[src/rtl/pwm_seq_pkg.sv]
// Shared types and helpers for the PWM width sequencer: state encoding, data width
// and the gamma curve used when PWM_SEQ_GAMMA_EN is defined.
package pwm_seq_pkg;

    localparam int unsigned WIDTH_W = 8;

    typedef enum logic [2:0] {
        StIdle   = 3'd0,
        StUp     = 3'd1,
        StHoldHi = 3'd2,
        StDown   = 3'd3,
        StHoldLo = 3'd4
    } seq_state_e;

    // Perceptual curve: (lvl*lvl + 255) >> 8, keeps 0->0 and 255->255.
    function automatic logic [WIDTH_W-1:0] gamma(input logic [WIDTH_W-1:0] lvl);
        logic [2*WIDTH_W-1:0] sq;
        sq = (2*WIDTH_W)'(lvl) * (2*WIDTH_W)'(lvl);
        sq = sq + (2*WIDTH_W)'(255);
        return sq[2*WIDTH_W-1:WIDTH_W];
    endfunction

endpackage

[src/rtl/tick_divider.sv]
// Free-running prescaler that raises a one-cycle tick at terminal count; while stall is
// high it parks at terminal count so no tick is lost or repeated.
module tick_divider #(
    parameter int unsigned TICK_DIV = 100000
) (
    input  logic clk_50,
    input  logic rst,
    input  logic run,
    input  logic stall,
    output logic tick
);

    localparam int unsigned CNT_W = (TICK_DIV > 1) ? $clog2(TICK_DIV) : 1;
    localparam logic [CNT_W-1:0] CNT_TC = CNT_W'(TICK_DIV - 1);

    logic [CNT_W-1:0] cnt_q, cnt_d;
    logic             at_tc;

    always_comb begin
        at_tc = (cnt_q == CNT_TC);
        tick  = run && at_tc && !stall;
        cnt_d = cnt_q;
        if (!run) begin
            cnt_d = '0;
        end else if (!at_tc) begin
            cnt_d = cnt_q + CNT_W'(1);
        end else if (!stall) begin
            cnt_d = '0;
        end
    end

    always_ff @(posedge clk_50 or posedge rst) begin
        if (rst) begin
            cnt_q <= '0;
        end else begin
            cnt_q <= cnt_d;
        end
    end

endmodule

[src/rtl/pwm_width_sequencer.sv]
// Triangle brightness ramp (up, hold, down, hold) delivered over valid/ready to the PWM
// driver. Define PWM_SEQ_GAMMA_EN to emit gamma-corrected widths instead of linear ones.
module pwm_width_sequencer
    import pwm_seq_pkg::*;
#(
    parameter int unsigned         TICK_DIV   = 100000,
    parameter int unsigned         STEP       = 1,
    parameter int unsigned         HOLD_TICKS = 0,
    parameter logic [WIDTH_W-1:0]  MIN_WIDTH  = 8'h00,
    parameter logic [WIDTH_W-1:0]  MAX_WIDTH  = 8'hff
) (
    input  logic               clk_50,
    input  logic               rst,
    input  logic               enable,
    output logic [WIDTH_W-1:0] width,
    output logic               width_valid,
    input  logic               width_ready,
    output logic               cycle_done
);

    localparam int unsigned        EXT_W     = WIDTH_W + 1;
    localparam int unsigned        HOLD_W    = (HOLD_TICKS > 1) ? $clog2(HOLD_TICKS + 1) : 1;
    localparam logic [HOLD_W-1:0]  HOLD_INIT = HOLD_W'(HOLD_TICKS);
    localparam logic [EXT_W-1:0]   STEP_X    = EXT_W'(STEP);
    localparam logic [EXT_W-1:0]   MIN_X     = {1'b0, MIN_WIDTH};
    localparam logic [EXT_W-1:0]   MAX_X     = {1'b0, MAX_WIDTH};
    localparam logic [WIDTH_W-1:0] STEP_N    = WIDTH_W'(STEP);

    seq_state_e         state_q, state_d, state_next;
    logic [WIDTH_W-1:0] level_q, level_d, lvl_next;
    logic [HOLD_W-1:0]  hold_q, hold_d, hold_next;
    logic [WIDTH_W-1:0] width_q, width_d;
    logic               valid_q, valid_d;
    logic               done_arm_q, done_arm_d;
    logic               done_q;
    logic [EXT_W-1:0]   sum;
    logic               hit_min;
    logic               run, stall, step;

    assign run   = enable && (state_q != StIdle);
    assign stall = valid_q && !width_ready;

    tick_divider #(
        .TICK_DIV (TICK_DIV)
    ) u_tick (
        .clk_50 (clk_50),
        .rst    (rst),
        .run    (run),
        .stall  (stall),
        .tick   (step)
    );

    // Ramp arithmetic, evaluated every cycle and committed only on a step.
    always_comb begin
        sum        = {1'b0, level_q} + STEP_X;
        lvl_next   = level_q;
        state_next = state_q;
        hold_next  = hold_q;
        hit_min    = 1'b0;
        unique case (state_q)
            StUp: begin
                if (sum >= MAX_X) begin
                    lvl_next = MAX_WIDTH;
                    if (HOLD_TICKS == 0) begin
                        state_next = StDown;
                    end else begin
                        state_next = StHoldHi;
                        hold_next  = HOLD_INIT;
                    end
                end else begin
                    lvl_next = sum[WIDTH_W-1:0];
                end
            end
            StHoldHi: begin
                if (hold_q == HOLD_W'(1)) state_next = StDown;
                else                      hold_next  = hold_q - HOLD_W'(1);
            end
            StDown: begin
                if ({1'b0, level_q} <= MIN_X + STEP_X) begin
                    lvl_next = MIN_WIDTH;
                    hit_min  = 1'b1;
                    if (HOLD_TICKS == 0) begin
                        state_next = StUp;
                    end else begin
                        state_next = StHoldLo;
                        hold_next  = HOLD_INIT;
                    end
                end else begin
                    lvl_next = level_q - STEP_N;
                end
            end
            StHoldLo: begin
                if (hold_q == HOLD_W'(1)) state_next = StUp;
                else                      hold_next  = hold_q - HOLD_W'(1);
            end
            default: ;
        endcase
    end

    // Enable low wins over a coincident step; a pending word survives until accepted.
    always_comb begin
        state_d    = state_q;
        level_d    = level_q;
        hold_d     = hold_q;
        width_d    = width_q;
        valid_d    = valid_q && !width_ready;
        done_arm_d = 1'b0;
        if (!enable) begin
            state_d = StIdle;
            level_d = MIN_WIDTH;
            hold_d  = '0;
        end else if (state_q == StIdle) begin
            state_d = StUp;
        end else if (step) begin
            state_d    = state_next;
            level_d    = lvl_next;
            hold_d     = hold_next;
            valid_d    = 1'b1;
            done_arm_d = hit_min;
`ifdef PWM_SEQ_GAMMA_EN
            width_d    = gamma(lvl_next);
`else
            width_d    = lvl_next;
`endif
        end
    end

    always_ff @(posedge clk_50 or posedge rst) begin
        if (rst) begin
            state_q    <= StIdle;
            level_q    <= MIN_WIDTH;
            hold_q     <= '0;
            width_q    <= MIN_WIDTH;
            valid_q    <= 1'b0;
            done_arm_q <= 1'b0;
            done_q     <= 1'b0;
        end else begin
            state_q    <= state_d;
            level_q    <= level_d;
            hold_q     <= hold_d;
            width_q    <= width_d;
            valid_q    <= valid_d;
            done_arm_q <= done_arm_d;
            done_q     <= done_arm_q;
        end
    end

    assign width       = width_q;
    assign width_valid = valid_q;
    assign cycle_done  = done_q;

endmodule
[config.mk]
export PLATFORM = sky130hd
export DESIGN_NAME = pwm_width_sequencer
export DESIGN_NICKNAME = d
export VERILOG_FILES = /design/src/rtl/pwm_seq_pkg.sv /design/src/rtl/tick_divider.sv /design/src/rtl/pwm_width_sequencer.sv
export SDC_FILE = /design/constraint.sdc
export NUM_CORES = 1
export LEC_CHECK = 0
export ABC_CLOCK_PERIOD_IN_PS = 4500
export CAP_MARGIN = 20
export CORE_AREA = 2 2 85 67
export CTS_CLUSTER_DIAMETER = 150
export DETAILED_ROUTE_END_ITERATION = 16
export DIE_AREA = 0 0 87 69
export PLACE_DENSITY = 0.67
export SLEW_MARGIN = 10
export SYNTH_ARGS = -nofsm -noshare
export SYNTH_HDL_FRONTEND = slang
export SYNTH_SLANG_ARGS = --single-unit
[constraint.sdc]
create_clock -name clk_50 -period 4.5 [get_ports clk_50]
set_input_delay 0.9 -clock clk_50 [delete_from_list [all_inputs] [get_ports clk_50]]
set_output_delay 0.9 -clock clk_50 [all_outputs]
set_load 0.1 [all_outputs]
; After elaboration in Yosys (flattened, before gate mapping)
; Cells that the tools add are included.
[word_totals]
output_inout_bits = 10
reg_bits = 40
elab_cells = 73
in_bits = 4
[op_classes]
n_bitwise = 1
addsub = 4
eq_ne = 15
order_cmp = 2
n_mux = 30
reduce_logical = 13
[ops]
columns = op, n
row1 = $mux 17, 3
row2 = $mux 8, 5
row3 = $mux 3, 7
row4 = $add 17x1->17 const B, 1
row5 = $eq 17x17->1 const B, 1
row6 = $ne 4x4->1 const B, 4
row7 = $pmux 8 s2, 1
row8 = $mux 1, 13
row9 = $pmux 3 s4, 1
row10 = $add 8x1->9 const B, 1
row11 = $ge 9x8->1 const B, 1
row12 = $le 8x1->1 const B, 1
row13 = $sub 8x1->8 const B, 1
row14 = $eq 3x2->1 const B, 2
row15 = $ne 6x1->1 const B, 1
row16 = $reduce_and 3->1, 2
row17 = $reduce_and 6->1, 1
row18 = $logic_and 1x1->1, 4
row19 = $ne 2x2->1 const B, 2
row20 = $eq 3x1->1 const B, 1
row21 = $eq 3x3->1 const B, 1
row22 = $logic_not 3->1, 1
row23 = $ne 3x1->1 const B, 1
row24 = $ne 3x3->1 const B, 1
row25 = other kinds (7), 8

; Logic depth before layout (Yosys ltp)
; Gate-level depths: netlist (run 1).
[depth]
word_depth = 7
depth_mapped = 9
ltp_nobuf = 8

; Hierarchy
; A second synthesis (run 1) with hierarchy kept.
[hier_totals]
hier_cells = 280
hier_area_um2 = 2581.2
[modules_own_cells]
columns = module, area_per_inst_um2, cells_each, seq_area_each_um2, instances
row1 = pwm_width_sequencer, 1644.1, 188, 550.5, 1
row2 = tick_divider, 937.1, 92, 425.4, 1

; Least setup slack after synthesis (run 1)
; No wires, ideal clock.
[synth_timing]
path_type = input to register
from = input enable
to = register state_q[1]
path_slack_ns = 2.450
t_arrival_ns = 1.924
path_buffers = 1
t_required_ns = 4.374
cell_stages = 7
cell_sequence = buf_2 inv_1 nor2_1 o21ai_1 o21ai_1 a21oi_1 a311o_1
[synth_between]
elab_chain_len = 5
word_cells_on_any_way = 11
classes_between = 6 x eq/ne / 1 x mux / 4 x reduce/logical
[synth_lines]
columns = element, line
row1 = "start, declared", pwm_width_sequencer.sv:14  ; input logic enable,
row2 = $logic_and 1x1->1, pwm_width_sequencer.sv:40  ; assign run = enable && (state_q != StIdle);
row3 = $logic_and 1x1->1 (2 in a row), tick_divider.sv:21  ; tick = run && at_tc && !stall;
row4 = $ne 3x1->1 (no line), --
row5 = $reduce_and 6->1 (no line), --
row6 = "end signal, assigned", pwm_width_sequencer.sv:130  ; state_q <= StIdle;
row7 = "end signal, assigned", pwm_width_sequencer.sv:138  ; state_q <= state_d;
row8 = "end, declared", pwm_width_sequencer.sv:29  ; seq_state_e state_q, state_d, state_next;
; Parallel ways exist; a longest one is shown, timed or not.
; A chain may end at the register's enable or synchronous reset.

; Worst setup path after layout (run 1)
[layout_timing]
from = register valid_q, in the netlist width_valid
to = output width_valid
[layout_rtl]
columns = element, line
row1 = "start, declared", pwm_width_sequencer.sv:33  ; logic valid_q, valid_d;
row2 = "start signal, assigned", pwm_width_sequencer.sv:142  ; valid_q <= valid_d;
row3 = "end, declared", pwm_width_sequencer.sv:16  ; output logic width_valid,
; No word-level cell between the ends.

==> run summary, run 1 <==
• library cell contributing the largest single delay on the critical path: sky130_fd_sc_hd__clkdlybuf4s50_1
• number of buffers created by CTS: 5
• most used cells in the layout excluding fill and tap cells: sky130_fd_sc_hd__dfrtp_1, sky130_fd_sc_hd__nand2_1, sky130_fd_sc_hd__nor2_1
• post-route cell area: 2770 um^2
• share of synthesized flip-flops with an asynchronous set or reset: 100%
• sequential cell area: 976 um^2
• path type of the worst min-delay path: reg -> reg
• clock network latency to the later pin of the worst-skew pair: 0.29 ns
• capturing element type of the critical path: primary output
• maximum number of pins on one net before global-route repair: 40
• number of global-route vias before repair: 1859
• relative contribution of sequential cells to total power: 44.0%
• Antenna Diode Count: 0
• maximum clock path buffer count: 2
• combinational group share of total power: 16.2%
• critical path data arrival time: 1.81 ns
• CP Buf/Inv Count: 1
• clock slew seen by the registers of the worst setup and hold paths: 0.08 ns
• wire length of the first global-routing pass: 9220 um
• share of synthesized area occupied by flip-flops and latches: 39.0%
• unrepaired setup endpoints after global routing: false
• run status: complete, no violations
• ordered list of cells on the worst path: clkdlybuf4s50_1
• Starting DRT DRC Count: 186
• portion of the clock cycle consumed by the worst path in the final layout: 60.1%
• Initial DRT Pass Iterations: 4
• max frequency: 369 MHz
• post-synthesis net count: 301
• cell-internal power: 629 uW
• commonest non-fill, non-tap cell in the layout: sky130_fd_sc_hd__dfrtp_1
• final wirelength: 5390 um
• die width: 87 um
• Mapped Avg Cell Area: 8.78 um^2
• total of hold buffers inserted after clock tree synthesis: 0
• cells resized by post-CTS repair: 0
• IR drop worst, VDD: 0.140 mV
• H-tree levels: 2
• cell type group with the largest total delay on the critical path: buffers and inverters
• DP Wirelength: 3840 um
• leak pwr: 1.20 nW
• Post-route DRC: 0
• via density per instance: 5.85
• routability-driven placement congestion ratio: 0.865
• Unique masters post-synth: 57
• area of the die: 6000 um^2
• Tot GR Track Use: 18.9%
• fraction of layout instances using a drive strength above 1: 8.59%
• post-layout minimum cycle time: 2.71 ns
• area of the core: 5150 um^2
• number of filler instances in the final layout: 474
• layout net count: 306
• slew of the pin with the lowest slew margin: 0.983 ns
• combined area of all synthesized cells: 2500 um^2
• Total Negative Setup Slacks: 0 ns
• final design utilization: 53.8%
• flops & latches, synth: 39
• met3 track utilization from global routing: 4.31%
• warning count from the yosys run: 0
• post-CTS setup repair buffer count: 0
• total net switching power: 229 uW
• number of enable-type register cells in the synthesized netlist: 0
• sw frac: 26.7%
• routed length per instance: 15.3 um
• area share of the leading cell type in the synthesized netlist: 39.0%
• cells after synthesis: 285
• top flip-flop cell by instance count after synthesis: sky130_fd_sc_hd__dfrtp_1
• most used routing layer: met1
• Fin Hold WS: 0.359 ns
• Area Growth Syn to Fin: 10.7%
• overall via count from detail_route: 2064
• grt met2 use: 23.1%
• clock tree from TritonCTS: built
• CP Class: reg -> out
• largest cells by area after synthesis: sky130_fd_sc_hd__dfrtp_1, sky130_fd_sc_hd__ha_1, sky130_fd_sc_hd__nand2_1
• max-capacitance violation count: 0
• Vert. Die Dim: 69 um
• worst path setup slack after routing: 1.79 ns
• r2r setup slk: 2.14 ns
• largest clock skew in the final design: 0.00904 ns
• worst slew slack as a fraction of its limit: 34.2%
• area after detailed placement: 2640 um^2
• Critical Path Source Type: flip-flop
• CP Data Required Time: 3.60 ns
• Root Buffer Master: sky130_fd_sc_hd__clkbuf_8
• I/O Pins: 14
• cell type with the highest aggregate area in the netlist: sky130_fd_sc_hd__dfrtp_1
• met1 routing resource usage after global routing: 32.3%
• part of the total power dissipated in the clock network: 39.8%
• initial core utilization: 48.6%
• footprint of the multi-input gates: 1400 um^2
• number of antenna violations at the first check in global routing: 0
• placement-stage worst setup slack: 1.56 ns
• antenna-violating nets left: 0
• count of endpoints failing setup in the final report: 0
• crit-path max FO: 3
• buffers added on ports: 13
• power density over the cells: 310 nW/um^2
• number of failing hold endpoints at the final stage: 0
• floorplan row count: 23
• max incr delay on CP: 1.14 ns
• max-slew violations: 0
• CTS sink cnt: 39
• overall overflow remaining after global route: 0
-- metal layers --
layer / routed length [um] / part of all wire, % / up-vias
li1: - / - / 1030
met1: 2960 / 55 / 993
met2: 2160 / 40 / 37
met3: 231 / 4.3 / 4
met4: 37 / 0.69 / 0
met5: 0 / 0 / -
-- cells by family (layout without fill, tap and decap cells) --
group / after synthesis / after routing / share of synthesized area [%]
multiplexers: 4 / 4 / 1.60
adder cells (fa/ha/maj): 12 / 12 / 6.00
AO/OA/AOI/OAI: 68 / 68 / 17.1
AND/OR/NAND/NOR: 120 / 120 / 26.6
buffers and inverters: 29 / 35 / 5.10
flip-flops: 39 / 39 / 39.0
XOR/XNOR: 13 / 13 / 4.55
-- worst paths after layout --
path / start / end / cells after the start
max: width_valid / width_valid / 1
min: done_arm_q / cycle_done / 0
max reg2reg: level_q[0] / width[7] / 8
min reg2reg: done_arm_q / cycle_done / 0
max in group asynchronous: rst / level_q[4] / 3
min in group asynchronous: rst / state_q[0] / 3
-- state kept, by name, indices dropped and copies added (netlist names) --
name / flops
done_arm_q: 1
state_q: 2
width: 8
u_tick.cnt_q: 17
cycle_done: 1
hold_q: 1
level_q: 8
width_valid: 1
-- layout make-up --
| cell class | count | area share (%) |
|---|---|---|
| Sequential cell | 39 | 35.2 |
| Clock inverter | 2 | 2.17 |
| Inverter | 13 | 1.76 |
| Clock buffer | 6 | 2.62 |
| Multi-Input combinational cell | 217 | 50.5 |
| Tap cell | 62 | 2.80 |
| Timing Repair Buffer | 14 | 4.96 |
-- power groups by stage --
stage / clock network (mW) / logic (mW) / registers, mW
after floorplan: 0 / 0.0977 / 0.390
after global placement: 0 / 0.137 / 0.384
after detailed placement: 0 / 0.137 / 0.384
after CTS: 0.347 / 0.138 / 0.378
after global routing: 0.361 / 0.154 / 0.380
final: 0.342 / 0.139 / 0.377
-- per-stage QoR --
step                power (mW)  instances
floorplan                0.488        285
global route             0.895        353
CTS                      0.863        353
detailed placement       0.521        345
finish                   0.858        353
global placement         0.521        345
-- cells in the mapped netlist, types with 3 or more instances --
cell and count:
sky130_fd_sc_hd__a21oi_1 15, sky130_fd_sc_hd__xor2_1 5, sky130_fd_sc_hd__nor2_1 25, sky130_fd_sc_hd__inv_1 13
sky130_fd_sc_hd__nand2_1 34, sky130_fd_sc_hd__nor3_1 4, sky130_fd_sc_hd__xnor2_1 8, sky130_fd_sc_hd__mux2i_1 4
sky130_fd_sc_hd__dfrtp_1 39, sky130_fd_sc_hd__o21ai_1 12, sky130_fd_sc_hd__nand4_1 5, sky130_fd_sc_hd__ha_1 12
sky130_fd_sc_hd__o21ai_0 14, sky130_fd_sc_hd__nand2b_1 3, sky130_fd_sc_hd__a31oi_1 6, sky130_fd_sc_hd__nand3_1 15
sky130_fd_sc_hd__buf_2 9, sky130_fd_sc_hd__clkbuf_1 6, sky130_fd_sc_hd__nor2b_1 3
Note: power is estimated with default switching activity, not from simulation.
==> inputs of run 2 (changes only) <==
- ABC_CLOCK_PERIOD_IN_PS: 4500 -> 2550
- clock period: 4.5 -> 2.55 ns (I/O delays scaled with it)
==> run 2 against run 1 <==
Net effect: critical path depth rose by 7; non-clock buffer count is 7 higher; utilization fell by 0.097 points; clock-buffer cell count rose by 2; flip-flop and latch count is the same; largest power group unchanged; largest cell class unchanged; highest routed layer unchanged; die area is the same; worst hold slack improved by 0.0060 ns; clock skew about the same; total power increased by 63%; global-route usage up 1.1 points; via count grew 1.9%.
==> run summary, run 2 (synthesized netlist as in run 1, its figures left out) <==
• total net switching power: 417 uW, was 229 uW
• library cell contributing the largest single delay on the critical path: sky130_fd_sc_hd__dfrtp_1, was sky130_fd_sc_hd__clkdlybuf4s50_1
• cell-internal power: 980 uW, was 629 uW
• Initial DRT Pass Iterations: 4, unchanged
• Antenna Diode Count: 0, unchanged
• path type of the worst min-delay path: reg -> reg, unchanged
• buffers added on ports: 13, unchanged
• I/O Pins: 14, unchanged
• portion of the clock cycle consumed by the worst path in the final layout: 91.4%
• worst path setup slack after routing: 0.220 ns, was 1.79 ns
• DP Wirelength: 4080 um, was 3840 um
• via density per instance: 5.84, was 5.85
• max frequency: 429 MHz
• Area Growth Syn to Fin: 10.5%, was 10.7%
• Biggest register: u_tick.cnt_q, unchanged
• fraction of layout instances using a drive strength above 1: 14.1%, was 8.59%
• capturing element type of the critical path: flip-flop, was primary output
• clock slew seen by the registers of the worst setup and hold paths: 0.08 ns, about the same
• CP Data Required Time: 2.75 ns, was 3.60 ns
• Post-route DRC: 0, unchanged
• maximum clock path buffer count: 2, unchanged
• wire length of the first global-routing pass: 9630 um, was 9220 um
• area of the core: 5150 um^2, unchanged
• number of global-route vias before repair: 1898, was 1859
• overall overflow remaining after global route: 0, unchanged
• Critical Path Source Type: flip-flop, unchanged
• overall via count from detail_route: 2104, was 2064
• maximum number of pins on one net before global-route repair: 40, unchanged
• number of placed instances, taps included: 352, was 345
• combinational group share of total power: 19.0%, was 16.2%
• number of failing hold endpoints at the final stage: 0, unchanged
• max-slew violations: 0, unchanged
• sw frac: 29.8%, was 26.7%
• routability-driven placement congestion ratio: 0.935, was 0.865
• clock tree from TritonCTS: built, unchanged
• worst setup path start: level_q[0], was width_valid
• post-CTS setup repair buffer count: 0, unchanged
• area after detailed placement: 2670 um^2, was 2640 um^2
• area of the die: 6000 um^2, unchanged
• max-capacitance violation count: 0, unchanged
• CTS sink cnt: 39, unchanged
• number of antenna violations at the first check in global routing: 0, unchanged
• unrepaired setup endpoints after global routing: false, unchanged
• antenna-violating nets left: 0, unchanged
• post-layout minimum cycle time: 2.33 ns
• IR drop worst, VDD: 0.258 mV, was 0.140 mV
• relative contribution of sequential cells to total power: 47.7%, was 44.0%
• clock network latency to the later pin of the worst-skew pair: 0.29 ns, about the same
• routed length per instance: 15.8 um, was 15.3 um
• flip-flop count of the largest register, all copies and words added: 17, unchanged
• most used cells in the layout excluding fill and tap cells: sky130_fd_sc_hd__dfrtp_1, sky130_fd_sc_hd__nand2_1, sky130_fd_sc_hd__nor2_1, unchanged
• number of filler instances in the final layout: 470, was 474
• cells resized by post-CTS repair: 0, unchanged
• die width: 87 um, unchanged
• power density over the cells: 505 nW/um^2, was 310 nW/um^2
• non-filler cells in the finished layout: 360, was 353
• H-tree levels: 2, unchanged
• slew of the pin with the lowest slew margin: 0.540 ns, was 0.983 ns
• post-route cell area: 2770 um^2, about the same
• total of hold buffers inserted after clock tree synthesis: 0, unchanged
• part of the total power dissipated in the clock network: 33.3%, was 39.8%
• placement-stage worst setup slack: 0.275 ns, was 1.56 ns
• initial core utilization: 48.6%, unchanged
• Tot GR Track Use: 20.0%, was 18.9%
• number of buffers created by CTS: 5, unchanged
• Starting DRT DRC Count: 134, was 186
• origin of the critical flop-to-flop path: level_q[0], unchanged
• Total Negative Setup Slacks: 0 ns, unchanged
• count of endpoints failing setup in the final report: 0, unchanged
• max incr delay on CP: 0.53 ns, was 1.14 ns
• commonest non-fill, non-tap cell in the layout: sky130_fd_sc_hd__dfrtp_1, unchanged
• CP Buf/Inv Count: 1, unchanged
• floorplan row count: 23, unchanged
• layout net count: 313, was 306
• largest clock skew in the final design: 0.00905 ns, was 0.00904 ns
• Root Buffer Master: sky130_fd_sc_hd__clkbuf_8, unchanged
• final wirelength: 5700 um, was 5390 um
• CP Class: reg -> reg, was reg -> out
• run status: complete, no violations, unchanged
• Vert. Die Dim: 69 um, unchanged
• critical path data arrival time: 2.53 ns, was 1.81 ns
• leak pwr: 1.24 nW, was 1.20 nW
• worst slew slack as a fraction of its limit: 63.7%, was 34.2%
• launch point of the worst hold path: done_arm_q, unchanged
• cell type group with the largest total delay on the critical path: compound AO/OA/AOI/OAI gates, was buffers and inverters
• ordered list of cells on the worst path: inv_1 -> ha_1 -> or2_2 -> a31oi_2 -> a41oi_1 -> a31oi_1 -> a21oi_1 -> o21ai_1, was clkdlybuf4s50_1
• crit-path max FO: 11, was 3
==> run 2: changes by cell type in the layout (fill, tap and decap cells not counted) <==
| cell | change |
|---|---|
| sky130_fd_sc_hd__buf_4 | +17 |
| sky130_fd_sc_hd__bufinv_16 | -2 |
| sky130_fd_sc_hd__clkbuf_8 | +2 |
| sky130_fd_sc_hd__clkdlybuf4s50_1 | -10 |
==> run 2: final timing paths <==
kind,endpoint,slack [ns],cells after the start
setup / recovery,level_q[7],0.22,8
hold / removal,cycle_done,0.36,0
setup reg to reg,level_q[7],0.22,8
hold reg to reg,cycle_done,0.36,0
max in group asynchronous,level_q[6],1.57,3
min in group asynchronous,width[3],0.64,3
==> run 2: final cells by class <==
cell class / count / area, um^2 / area share, %
flip-flops and latches: 39 / 976 / 35.3
multi-input cells: 217 / 1400 / 50.6
well taps: 62 / 77.6 / 2.80
inverters: 13 / 48.8 / 1.76
repair buffers: 21 / 165 / 5.97
clock buffers: 8 / 100 / 3.62
==> run 2: stage by stage <==
stage                     total power [mW]  util, %  hold slack (ns)
final                                 1.40     53.7            0.365
after global routing                  1.47     53.7            0.374
after CTS                             1.41     53.7            0.367
after detailed placement             0.940     51.8            0.349
after global placement               0.937     51.8            0.340
after floorplan                      0.860        -            0.331
==> run 2: metal layers <==
| metal | track usage (%) | part of all wire [%] | routed length, um | up-vias |
|---|---|---|---|---|
| met3 | 4.55 | 4.1 | 231 | 4 |
| met1 | 33.3 | 55 | 3130 | 1013 |
| met5 | 0 | 0 | 0 | - |
| met4 | 4.17 | 0.65 | 37 | 0 |
| li1 | - | - | - | 1044 |
| met2 | 25.9 | 40 | 2300 | 43 |
==> run 2: worst register-to-register path, delay by kind of cell, from the launching register on <==
| kind | cells | cell delay (ns) |
|---|---|---|
| buffers and inverters | 1 | 0.13 |
| adders and majority gates | 1 | 0.26 |
| and+or+nand+nor | 1 | 0.34 |
| DFF | 1 | 0.53 |
| AOI/OAI and AO/OA | 5 | 0.99 |
==> run 2: power groups by stage <==
stage | clock network (mW) | logic [mW] | registers (mW)
final | 0.466 | 0.265 | 0.666
after global routing | 0.497 | 0.299 | 0.670
after CTS | 0.476 | 0.263 | 0.666
after detailed placement | 0 | 0.262 | 0.678
after global placement | 0 | 0.260 | 0.677
after floorplan | 0 | 0.172 | 0.688
==> inputs of run 3 (changes only) <==
- ABC_CLOCK_PERIOD_IN_PS: 2550 -> 2580
- CORE_AREA: 2 2 85 67 -> 2 2 86 68
- DIE_AREA: 0 0 87 69 -> 0 0 88 70
- SYNTH_HIERARCHICAL: unset -> 1
- clock period: 2.55 -> 2.58 ns (I/O delays scaled with it)
==> run 3 against run 2 <==
Net effect: via count is 2.8% higher; worst setup slack worse by 0.031 ns; sequential share of layout area is 1.8 points lower; synthesized area is 3.1% higher; highest routed layer unchanged; critical path depth is 1 higher; synthesized cell count is 1.8% lower; utilization is 0.091 points lower; non-clock buffer count is 6 higher; register-to-register slack worse by 0.03 ns.
==> run summary, run 3 <==
• post-synthesis net count: 296, was 301
• clock tree from TritonCTS: built, unchanged
• IR drop worst, VDD: 0.272 mV, was 0.258 mV
• wire length of the first global-routing pass: 9930 um, was 9630 um
• flip-flop count of the largest register, all copies and words added: 17, unchanged
• fraction of layout instances using a drive strength above 1: 15.9%, was 14.1%
• Critical Path Source Type: flip-flop, unchanged
• Area Growth Syn to Fin: 12.9%, was 10.5%
• worst slew slack as a fraction of its limit: 55.1%, was 63.7%
• placement-stage worst setup slack: 0.0909 ns, was 0.275 ns
• share of synthesized area occupied by flip-flops and latches: 37.8%, was 39.0%
• Initial DRT Pass Iterations: 4, unchanged
• area of the core: 5440 um^2, was 5150 um^2
• Vert. Die Dim: 70 um, was 69 um
• number of filler instances in the final layout: 503, was 470
• most frequent cells after synthesis: sky130_fd_sc_hd__dfrtp_1, sky130_fd_sc_hd__nand2_1, sky130_fd_sc_hd__nor2_1, unchanged
• Post-route DRC: 0, unchanged
• max-slew violations: 0, unchanged
• combined area of all synthesized cells: 2580 um^2, was 2500 um^2
• portion of the clock cycle consumed by the worst path in the final layout: 92.7%, was 91.4%
• number of enable-type register cells in the synthesized netlist: 0, unchanged
• count of endpoints failing setup in the final report: 0, unchanged
• commonest non-fill, non-tap cell in the layout: sky130_fd_sc_hd__dfrtp_1, unchanged
• max-capacitance violation count: 0, unchanged
• area share of the leading cell type in the synthesized netlist: 37.8%, was 39.0%
• initial core utilization: 47.5%, was 48.6%
• routability-driven placement congestion ratio: 0.862, was 0.935
• layout net count: 316, was 313
• max incr delay on CP: 0.38 ns, was 0.53 ns
• share of synthesized flip-flops with an asynchronous set or reset: 100%, unchanged
• r2r setup slk: 0.19 ns, was 0.22 ns
• Total Negative Setup Slacks: 0 ns, unchanged
• final wirelength: 5960 um, was 5700 um
• cells after synthesis: 280, was 285
• I/O Pins: 14, unchanged
• routed length per instance: 15.7 um, was 15.8 um
• via density per instance: 5.71, was 5.84
• cell type group with the largest total delay on the critical path: simple AND/OR/NAND/NOR gates, was compound AO/OA/AOI/OAI gates
• overall via count from detail_route: 2163, was 2104
• number of placed instances, taps included: 371, was 352
• CP Data Required Time: 2.75 ns, about the same
• CP Buf/Inv Count: 0, was 1
• number of failing hold endpoints at the final stage: 0, unchanged
• library cell contributing the largest single delay on the critical path: sky130_fd_sc_hd__dfrtp_1, unchanged
• Antenna Diode Count: 0, unchanged
• cell type with the highest aggregate area in the netlist: sky130_fd_sc_hd__dfrtp_1, unchanged
• footprint of the multi-input gates: 1490 um^2, was 1400 um^2
• sequential cell area: 976 um^2, unchanged
• leak pwr: 1.24 nW, about the same
• Unique masters post-synth: 58, was 57
• max frequency: 418 MHz, was 429 MHz
• power density over the cells: 519 nW/um^2, was 505 nW/um^2
• Root Buffer Master: sky130_fd_sc_hd__clkbuf_8, unchanged
• top-count cell post-synth: sky130_fd_sc_hd__dfrtp_1, unchanged
• die width: 88 um, was 87 um
• Mapped Avg Cell Area: 9.22 um^2, was 8.78 um^2
• post-CTS setup repair buffer count: 0, unchanged
• ordered list of cells on the worst path: ha_1 -> and4_1 -> nand4_2 -> nor3b_1 -> nor2b_1 -> and2_2 -> nand2b_1 -> o32ai_1 -> a21oi_1, was inv_1 -> ha_1 -> or2_2 -> a31oi_2 -> a41oi_1 -> a31oi_1 -> a21oi_1 -> o21ai_1
• crit-path max FO: 6, was 11
• flops & latches, synth: 39, unchanged
• DP Wirelength: 4330 um, was 4080 um
• clock slew seen by the registers of the worst setup and hold paths: 0.07 ns, was 0.08 ns
• clock network latency to the later pin of the worst-skew pair: 0.29 ns, about the same
• Fin Hold WS: 0.354 ns, was 0.365 ns
• path type of the worst min-delay path: reg -> reg, unchanged
• worst path setup slack after routing: 0.189 ns, was 0.220 ns
• maximum clock path buffer count: 2, unchanged
• antenna-violating nets left: 0, unchanged
• overall overflow remaining after global route: 0, unchanged
• post-layout minimum cycle time: 2.39 ns, was 2.33 ns
• number of buffers created by CTS: 5, unchanged
• warning count from the yosys run: 6, was 0
• maximum number of pins on one net before global-route repair: 23, was 40
• largest cells by area after synthesis: sky130_fd_sc_hd__dfrtp_1, sky130_fd_sc_hd__ha_1, sky130_fd_sc_hd__nand2_1, unchanged
• buffers added on ports: 13, unchanged
• area of the die: 6160 um^2, was 6000 um^2
• run status: complete, no violations, unchanged
• critical path data arrival time: 2.56 ns, was 2.53 ns
• Biggest register: u_tick/cnt_q, was u_tick.cnt_q
• number of antenna violations at the first check in global routing: 0, unchanged
• Tot GR Track Use: 21.0%, was 20.0%
• H-tree levels: 2, unchanged
• Starting DRT DRC Count: 192, was 134
• largest clock skew in the final design: 0.00427 ns, was 0.00905 ns
• non-filler cells in the finished layout: 379, was 360
• post-layout power: 1.51 mW, was 1.40 mW
• CP Class: reg -> reg, unchanged
• slew of the pin with the lowest slew margin: 0.672 ns, was 0.540 ns
• unrepaired setup endpoints after global routing: false, unchanged
• number of global-route vias before repair: 1960, was 1898
• floorplan row count: 24, was 23
• CTS sink cnt: 39, unchanged
• most used cells in the layout excluding fill and tap cells: sky130_fd_sc_hd__dfrtp_1, sky130_fd_sc_hd__nand2_1, sky130_fd_sc_hd__buf_4, was sky130_fd_sc_hd__dfrtp_1, sky130_fd_sc_hd__nand2_1, sky130_fd_sc_hd__nor2_1
• top flip-flop cell by instance count after synthesis: sky130_fd_sc_hd__dfrtp_1, unchanged
• capturing element type of the critical path: flip-flop, unchanged
==> run 3: cell families (layout without fill, tap and decap cells) <==
group	after synthesis	after routing	synth area share, %
muxes	6	6	2.42
xor gates and xnor gates	17	17	5.77
adders and majority gates	12	12	5.82
AOI/OAI and AO/OA	63	63	17.1
and+or+nand+nor	118	118	26.6
DFF	39	39	37.8
buffers and inverters	25	46	4.51
==> run 3: timing repair <==
item / in CTS / in global routing
resized for setup: 0 / 1
endpoints found under the setup margin: 0 / 1
hold buffers: 0 / 0
==> run 3: routing by layer <==
layer	GRT usage, %	wire length (um)
met1	32.8	3010
met4	6.84	61
met5	0	0
met3	5.56	377
met2	27.9	2510
==> run 3: power breakdown <==
group          switching, mW  internal [mW]  leakage (nW)
sequential            0.0326          0.636         0.538
clock                  0.212          0.244        0.0515
combinational          0.243          0.144         0.654
total                  0.488           1.02          1.24
==> run 3: per-stage QoR <==
stage               instance area, um^2  util, %
floorplan                          2580        -
global placement                   2810     51.8
detailed placement                 2810     51.8
CTS                                2910     53.6
global route                       2920     53.6
finish                             2920     53.6
==> run 3: path summary, 6_finish.rpt <==
kind | depth (start not counted) | to | startpoint
worst max-delay path | 9 | width[0] | u_tick/cnt_q[0]
min in group asynchronous | 3 | width[6] | rst
max in group asynchronous | 2 | u_tick/cnt_q[10] | rst
worst max register to register | 9 | width[0] | u_tick/cnt_q[0]
worst min-delay path | 0 | cycle_done | done_arm_q
worst min register to register | 0 | cycle_done | done_arm_q
==> run 3: worst register-to-register path: cells and delay by family, from the launching register on <==
kind | cells | cell delay, ns
DFF | 1 | 0.38
AOI/OAI and AO/OA | 2 | 0.30
adders and majority gates | 1 | 0.24
and+or+nand+nor | 6 | 1.36
==> run 3: area by class of cell <==
| class | count | share of cell area (%) |
|---|---|---|
| Multi-Input combinational cell | 216 | 51.1 |
| Sequential cell | 39 | 33.5 |
| Timing Repair Buffer | 27 | 7.21 |
| Clock buffer | 8 | 3.43 |
| Tap cell | 78 | 3.35 |
| Inverter | 11 | 1.42 |
